`config.mk`:
```
export PLATFORM = sky130hd
export DESIGN_NAME = button_press_classifier
export DESIGN_NICKNAME = d
export VERILOG_FILES = /design/src/rtl/button_press_classifier.sv
export SDC_FILE = /design/constraint.sdc
export NUM_CORES = 1
export LEC_CHECK = 0
export BUFFER_PORTS_ARGS = -buffer_cell sky130_fd_sc_hd__buf_2
export CAP_MARGIN = 15
export CORE_ASPECT_RATIO = 1.5
export CORE_MARGIN = 8
export CORE_UTILIZATION = 50
export DETAILED_ROUTE_END_ITERATION = 16
export PLACE_DENSITY = 0.68
export SYNTH_ARGS = -nofsm -noshare
export SYNTH_HDL_FRONTEND = slang
export SYNTH_SLANG_ARGS = --single-unit
export TNS_END_PERCENT = 30
```
`constraint.sdc`:
```
create_clock -name clk -period 4.4 [get_ports clk]
set_input_delay 0.44 -clock clk [delete_from_list [all_inputs] [get_ports clk]]
set_output_delay 0.44 -clock clk [all_outputs]
set_load 0.005 [all_outputs]
```
`src/rtl/button_press_classifier.sv`:
```
`default_nettype none
// ============================================================================
// Module  : button_press_classifier
// Brief   : Classifies debounced presses as short/long, with optional
//           auto-repeat enabled by BUTTON_PRESS_CLASSIFIER_AUTO_REPEAT_EN.
// Revision: 1.0
// ============================================================================
module button_press_classifier #(
    parameter int LONG_CYCLES   = 50_000_000,
    parameter int REPEAT_CYCLES = 10_000_000,
    parameter int CNT_W         = 8
) (
    input  logic             clk,
    input  logic             reset,
    input  logic             db,
    output logic             short_tick,
    output logic             long_tick,
    output logic             rpt_tick,
    output logic [CNT_W-1:0] press_count,
    output logic             busy
);

    localparam int LW = $clog2(LONG_CYCLES + 1);
    localparam int RW = $clog2(REPEAT_CYCLES + 1);
    localparam int HW = (LW > RW) ? LW : RW;
    localparam logic [HW-1:0] c_LONG_M1 = HW'(LONG_CYCLES - 1);

    typedef enum logic [1:0] {
        WAIT_REL = 2'd0,
        IDLE     = 2'd1,
        PRESSED  = 2'd2,
        LONG     = 2'd3
    } state_t;

    state_t           r_state;
    state_t           w_state_nxt;
    logic [HW-1:0]    r_hold;
    logic [HW-1:0]    w_hold_nxt;
    logic             w_short;
    logic             w_long;
    logic             w_any;
    logic             r_short;
    logic             r_long;
    logic [CNT_W-1:0] r_cnt;
    logic             r_busy;

`ifdef BUTTON_PRESS_CLASSIFIER_AUTO_REPEAT_EN
    localparam logic [HW-1:0] c_REP_M1 = HW'(REPEAT_CYCLES - 1);
    logic w_rpt;
    logic r_rpt;
`endif

    // In LONG the hold counter is reused as the repeat counter, holding
    // (samples into the current repeat period - 1).
    always_comb begin
        w_state_nxt = r_state;
        w_hold_nxt  = r_hold;
        w_short     = 1'b0;
        w_long      = 1'b0;
`ifdef BUTTON_PRESS_CLASSIFIER_AUTO_REPEAT_EN
        w_rpt       = 1'b0;
`endif
        case (r_state)
            WAIT_REL: begin
                if (!db) w_state_nxt = IDLE;
            end
            IDLE: begin
                if (db) begin
                    w_state_nxt = PRESSED;
                    w_hold_nxt  = HW'(1);
                end
            end
            PRESSED: begin
                if (!db) begin
                    w_state_nxt = IDLE;
                    w_short     = 1'b1;
                    w_hold_nxt  = '0;
                end else if (r_hold == c_LONG_M1) begin
                    w_state_nxt = LONG;
                    w_long      = 1'b1;
                    w_hold_nxt  = '0;
                end else begin
                    w_hold_nxt  = r_hold + HW'(1);
                end
            end
            LONG: begin
                if (!db) begin
                    w_state_nxt = IDLE;
                    w_hold_nxt  = '0;
                end
`ifdef BUTTON_PRESS_CLASSIFIER_AUTO_REPEAT_EN
                else if (r_hold == c_REP_M1) begin
                    w_rpt      = 1'b1;
                    w_hold_nxt = '0;
                end else begin
                    w_hold_nxt = r_hold + HW'(1);
                end
`endif
            end
            default: begin
                w_state_nxt = WAIT_REL;
                w_hold_nxt  = '0;
            end
        endcase
    end

`ifdef BUTTON_PRESS_CLASSIFIER_AUTO_REPEAT_EN
    assign w_any = w_short | w_long | w_rpt;
`else
    assign w_any = w_short | w_long;
`endif

    always_ff @(posedge clk) begin
        if (!reset) begin
            r_state <= WAIT_REL;
            r_hold  <= '0;
            r_short <= 1'b0;
            r_long  <= 1'b0;
            r_cnt   <= '0;
            r_busy  <= 1'b1;
        end else begin
            r_state <= w_state_nxt;
            r_hold  <= w_hold_nxt;
            r_short <= w_short;
            r_long  <= w_long;
            r_cnt   <= r_cnt + CNT_W'(w_any);
            r_busy  <= (w_state_nxt != IDLE);
        end
    end

`ifdef BUTTON_PRESS_CLASSIFIER_AUTO_REPEAT_EN
    always_ff @(posedge clk) begin
        if (!reset) r_rpt <= 1'b0;
        else        r_rpt <= w_rpt;
    end
    assign rpt_tick = r_rpt;
`else
    assign rpt_tick = 1'b0;
`endif

    assign short_tick  = r_short;
    assign long_tick   = r_long;
    assign press_count = r_cnt;
    assign busy        = r_busy;

endmodule
`default_nettype wire

```
==> flow_summary.json, run 1 <==
{
  "outcome": "completed",
  "tns_ps": 0,
  "first_pass_iters": 4,
  "gr-total-overflow": 0,
  "antenna_left": 0,
  "fp.coreArea_mm2": 0.00368,
  "crit-reg2reg-launch": "r_hold[0]$_SDFFE_PN0P_",
  "grt_pass1_wl_um": 6610,
  "synth-async-reset-ratio_pct": 0,
  "start_kind": "flop",
  "fmax_mhz": 394,
  "worst_ep_required_time_ps": 4600,
  "ys_seq_area_share_pct": 40.8,
  "synthTopCellsByArea": "dfxtp_1, xnor2_1, nor2_1",
  "cts_setup_buffers": 0,
  "critPathArrivalTime_ps": 2740,
  "cts_made_buffers": 5,
  "drtIter0Drc": 73,
  "yosysWarnings": 0,
  "clk_latency_ps": 300,
  "synth_top_area_cell": "dfxtp_1",
  "whs_ps": 449,
  "synth_seq_cells": 39,
  "wl_per_cell_um": 13.6,
  "rsz0062_at_grt": "no",
  "syn_to_final_growth_pct": 9.36,
  "clk_pin_slew_ps": 80,
  "power_density_mw_per_mm2": 391,
  "slew_headroom_pct": 34.4,
  "die_w_um": 66.5,
  "synth_area_per_cell_um2": 8.85,
  "antenna_cells": 0,
  "cp-startpoint": "r_hold[0]$_SDFFE_PN0P_",
  "synth-edff-count": 0,
  "period_share_pct": 57.7,
  "netlist_instances": 216,
  "vias": 1481,
  "min_path_cells": 2,
  "io_buffers": 13,
  "viasPerCell": 5.46,
  "setup_violations": 0,
  "power.leakage_nw": 0.765,
  "worst_slew_pin_slew_ps": 984,
  "hold_buffers": 0,
  "netlist_area_mm2": 0.00191,
  "tritoncts": "done",
  "routed_wl_um": 3700,
  "ir_worst_vdd_mv": 0.321,
  "critPathMaxFanout": 5,
  "dieArea_mm2": 0.00610,
  "num-nets-final": 237,
  "reg2regPathDepth": 10,
  "fp.dieH_um": 91.7,
  "io_pins": 15,
  "drive_gt1_share_pct": 12.7,
  "antenna_found_initial": 0,
  "initial_utilization_pct": 51.9,
  "hold_class": "input port to flop",
  "worstHoldStart": "db",
  "cap_violations": 0,
  "cts_resized": 0,
  "grt_pass1_vias": 1455,
  "dp_hpwl_um": 2640,
  "cts_buffer_depth": 2,
  "cp-end-kind": "flop",
  "post-route-min-period_ps": 2540,
  "r2r_setup_slack_ps": 1860,
  "cts-htree-levels": 2,
  "fin_worst_skew_ps": 4.42,
  "placementRows": 27,
  "hold_violations": 0,
  "grt_use_total_pct": 13.5,
  "synthFlopType": "dfxtp_1",
  "synth_top_cell_area_share_pct": 40.8,
  "finalMaxSlewViolations": 0,
  "grt_start_max_net_pins": 26,
  "cts_sinks": 39,
  "r2r_end": "press_count[7]$_SDFF_PN0_",
  "worstSetupPathType": "flop to flop",
  "min_to": "short_tick$_SDFF_PN0_",
  "drc": 0,
  "synth_fp_nets": 226,
  "gp_congestion": 0.787,
  "yosysUniqueCellTypes": 44,
  "clockRootBuffer": "clkbuf_8"
}
cell type report:
type	count	area (µm²)
fillers	365	1590
multi-input cells	161	1050
flip-flops and latches	39	781
clock buffers	5	68.8
repair buffers	13	65.1
well taps	43	53.8
clock inverters	3	43.8
inverters	7	26.3
cell usage after synthesis (2+ instances only):
cell type,count
and3_1,7
nor3_1,8
clkbuf_1,5
ha_1,7
nor4_1,2
nand3_1,17
dfxtp_1,39
nor4b_1,2
nor4_2,2
nand4_1,2
o21ai_0,2
nor2_1,27
a21oi_1,6
xor2_1,5
or4_1,2
nand2_1,14
and2_1,10
nand2b_1,2
and4_1,3
buf_4,3
inv_1,6
xnor2_1,23
metrics by stage:
stage               instance area (µm²)  utilization (%)  cells  worst slack, ps  power, mW
finish                             2090             56.8    271             1860      0.817
global route                       2090             56.8    271             1650      0.864
CTS                                2090             56.8    271             1860      0.826
detailed placement                 1980             53.7    263             1880      0.523
global placement                   1980             53.7    263             1870      0.519
floorplan                          1910                -    216             2180      0.500
layer usage:
metal / GRT usage [%] / share of wire (%)
met1: 15.0 / 44
met5: 0 / 0
met3: 4.02 / 4.9
met2: 22.6 / 50
met4: 6.26 / 1.8
sequential cells by signal, summed over array words and instances (netlist names):
register     flops
busy             1
long_tick        1
r_hold          26
press_count      8
short_tick       1
r_state          2
worst max-delay path, stage by stage, from the launching register on:
cell and delay, ps:
dfxtp_1 400, ha_1 180, and3_1 210, nand4_1 190, or3_1 470, a21oi_1 170, ha_1 180, and3_1 220
nand3_1 130, xnor2_1 140, and2_1 150
cell families after synthesis:
kind of cell               Yosys count  share of synthesized area, %
muxes                                1                         0.524
adders and majority gates            7                          4.58
DFF                                 39                          40.8
xor gates and xnor gates            28                          12.8
and+or+nand+nor                    105                          29.8
buffers and inverters               16                          4.12
other                                1                         0.196
AOI/OAI and AO/OA                   19                          7.13
how the worst max path moves through the flow:
stage / cells after the start / to / slack, ps
after floorplan: 10 / press_count[5]$_SDFF_PN0_ / 2180
after global placement: 10 / press_count[7]$_SDFF_PN0_ / 1870
after detailed placement: 10 / press_count[7]$_SDFF_PN0_ / 1880
after CTS: 10 / press_count[7]$_SDFF_PN0_ / 1860
after global routing: 9 / press_count[7]$_SDFF_PN0_ / 1650
final: 10 / press_count[7]$_SDFF_PN0_ / 1860
where the power goes:
| group | internal [mW] | switching (mW) | total [mW] |
|---|---|---|---|
| registers | 0.369 | 0.0135 | 0.383 |
| logic | 0.0454 | 0.0864 | 0.132 |
| clock network | 0.169 | 0.133 | 0.302 |
| total | 0.583 | 0.233 | 0.817 |
cells in the final DEF, fill, tap and decap left out, types with 2 or more instances in the layout:
cell,n
or4_1,2
nor4_1,2
nor2_1,27
dfxtp_1,39
nand4_1,2
o21ai_0,2
inv_1,6
nor4_2,2
nand3_1,17
and4_1,3
a21oi_1,6
nor3_1,8
nand2b_1,2
xor2_1,5
nand2_1,14
clkbuf_8,5
and2_1,10
xnor2_1,23
and3_1,7
buf_2,13
nor4b_1,2
ha_1,7
No activity file was read; power rests on OpenSTA's default activity.
==> inputs of run 2 (changes only) <==
--- a/config.mk
+++ b/config.mk
@@ -11,7 +11,7 @@
 export CORE_MARGIN = 8
 export CORE_UTILIZATION = 50
 export DETAILED_ROUTE_END_ITERATION = 16
-export PLACE_DENSITY = 0.68
+export PLACE_DENSITY = 0.71
 export SYNTH_ARGS = -nofsm -noshare
 export SYNTH_HDL_FRONTEND = slang
 export SYNTH_SLANG_ARGS = --single-unit
==> constraint.sdc (replaced) <==
create_clock -name clk -period 2.1 [get_ports clk]
set_input_delay 0.21 -clock clk [delete_from_list [all_inputs] [get_ports clk]]
set_output_delay 0.21 -clock clk [all_outputs]
set_load 0.005 [all_outputs]
==> run 2 against run 1 <==
The flow now finishes with violations (setup timing). Non-clock buffer count rose by 40. Hold slack got worse by 220 ps. Routed wire length rose by 18%. Highest routed layer unchanged.
==> flow_summary.json, run 2 (synthesis results as in run 1) <==
{
  "io_buffers": 13,
  "syn_to_final_growth_pct": 29.5,
  "dieArea_mm2": 0.00610,
  "cts_made_buffers": 5,
  "antenna_cells": 0,
  "top_register": "r_hold",
  "power.leakage_nw": 0.962,
  "period_share_pct": 104,
  "die_w_um": 66.5,
  "clk_pin_slew_ps": 70,
  "num-nets-final": 277,
  "cts_sinks": 39,
  "grt_pass1_wl_um": 7390,
  "fp.dieH_um": 91.7,
  "cap_violations": 0,
  "min_path_cells": 2,
  "fmax_mhz": 457,
  "start_kind": "flop",
  "worst_slack_ps": -87.5,
  "post_dp_cell_area_mm2": 0.00231,
  "clockRootBuffer": "clkbuf_8",
  "grt_start_max_net_pins": 26,
  "grt_use_total_pct": 15.5,
  "hold_buffers": 0,
  "cp-end-kind": "flop",
  "ir_worst_vdd_mv": 0.529,
  "clk_latency_ps": 290,
  "grt_pass1_vias": 1676,
  "drtIter0Drc": 71,
  "antenna_left": 0,
  "worstSetupPathType": "flop to flop",
  "wl_per_cell_um": 14.0,
  "post-route-min-period_ps": 2190,
  "initial_utilization_pct": 51.9,
  "slew_headroom_pct": 67.5,
  "dp_hpwl_um": 3120,
  "min_to": "short_tick$_SDFF_PN0_",
  "power_density_mw_per_mm2": 702,
  "outcome": "finished with violations",
  "setup_violations": 5,
  "layout_commonest_cell": "buf_4",
  "fin_area_mm2": 0.00248,
  "tritoncts": "done",
  "viasPerCell": 5.30,
  "gr-total-overflow": 0,
  "worst_ep_required_time_ps": 2290,
  "whs_ps": 230,
  "place_ws_ps": -133,
  "worstHoldStart": "db",
  "cts-htree-levels": 2,
  "finalMaxSlewViolations": 0,
  "first_pass_iters": 4,
  "final_cell_mix": "buf_4, dfxtp_1, nor2_1",
  "rsz0062_at_grt": "yes",
  "crit-reg2reg-launch": "r_hold[1]$_SDFFE_PN0P_",
  "drive_gt1_share_pct": 32.5,
  "hold_violations": 0,
  "routed_wl_um": 4350,
  "fin_total_pwr_mw": 1.74,
  "largest_reg_flops": 26,
  "critPathMaxFanout": 3,
  "violations": "setup timing",
  "cts_buffer_depth": 2,
  "r2r_setup_slack_ps": -90,
  "reg2regPathDepth": 10,
  "io_pins": 15,
  "r2r_end": "press_count[7]$_SDFF_PN0_",
  "drc": 0,
  "placementRows": 27,
  "vias": 1648,
  "worst_slew_pin_slew_ps": 481,
  "fin_worst_skew_ps": 5.97,
  "hold_class": "input port to flop",
  "gp_congestion": 0.801,
  "critPathArrivalTime_ps": 2380,
  "antenna_found_initial": 0,
  "fp.coreArea_mm2": 0.00368
}
## run 2: changes by cell type in the layout (fill, tap and decap cells not counted), moves of 3 or more
cell and delta:
buf_4 +39, dfxtp_1 -6, dfxtp_2 +6, ha_1 -3
nand3_1 -3, nand3_2 +3
## run 2: layout make-up
cell class | count | area [µm²]
sequential | 39 | 788
tap | 43 | 53.8
inverter | 7 | 26.3
multi-input combinational | 161 | 1130
timing repair buffer | 53 | 378
fill | 317 | 1210
clock buffer | 8 | 100
## run 2: worst max-delay path, stage by stage, from the launching register on
cell     delay, ps
dfxtp_2        350
ha_4           130
and3_4         190
nand4_1        130
or3_4          370
a21oi_2        130
ha_2           210
and3_4         210
nand3_2         80
xnor2_1        130
and2_1         160
## run 2: what timing repair did
item                                    4_1_cts  5_1_grt
pin swaps                                     1        1
gates cloned                                  0        0
setup buffers                                 0        3
endpoints found under the setup margin        6       10
gates resized for setup                       3        9
## run 2: through the flow
step | utilization, % | instances | TNS, ps
after floorplan | - | 216 | -89.9
after global placement | 62.7 | 301 | -210
after detailed placement | 62.7 | 301 | -594
after CTS | 65.6 | 308 | -165
after global routing | 67.2 | 311 | -1060
final | 67.2 | 311 | -270
## run 2: worst max-delay path by stage
| stage | startpoint | endpoint |
|---|---|---|
| 3_5_place_dp | r_hold[17]$_SDFFE_PN0P_ | press_count[6]$_SDFF_PN0_ |
| 6_report | r_hold[1]$_SDFFE_PN0P_ | press_count[7]$_SDFF_PN0_ |
| 5_1_grt | r_hold[18]$_SDFFE_PN0P_ | press_count[5]$_SDFF_PN0_ |
| 2_1_floorplan | r_hold[1]$_SDFFE_PN0P_ | press_count[5]$_SDFF_PN0_ |
| 4_1_cts | r_hold[1]$_SDFFE_PN0P_ | press_count[6]$_SDFF_PN0_ |
| 3_3_place_gp | r_hold[17]$_SDFFE_PN0P_ | press_count[5]$_SDFF_PN0_ |
## run 2: routing by layer
| metal | GRT usage (%) | vias to the layer above | wire length (µm) |
|---|---|---|---|
| li1 | - | 844 | - |
| met1 | 15.7 | 773 | 1760 |
| met2 | 27.2 | 21 | 2270 |
| met3 | 4.14 | 10 | 180 |
| met4 | 8.59 | 0 | 138 |
| met5 | 0 | - | 0 |
## run 2: power by group
| group | leakage [nW] | total (mW) | switching [mW] | internal (mW) |
|---|---|---|---|---|
| clock network | 0.0515 | 0.556 | 0.256 | 0.300 |
| logic | 0.593 | 0.377 | 0.217 | 0.160 |
| registers | 0.318 | 0.806 | 0.0279 | 0.778 |
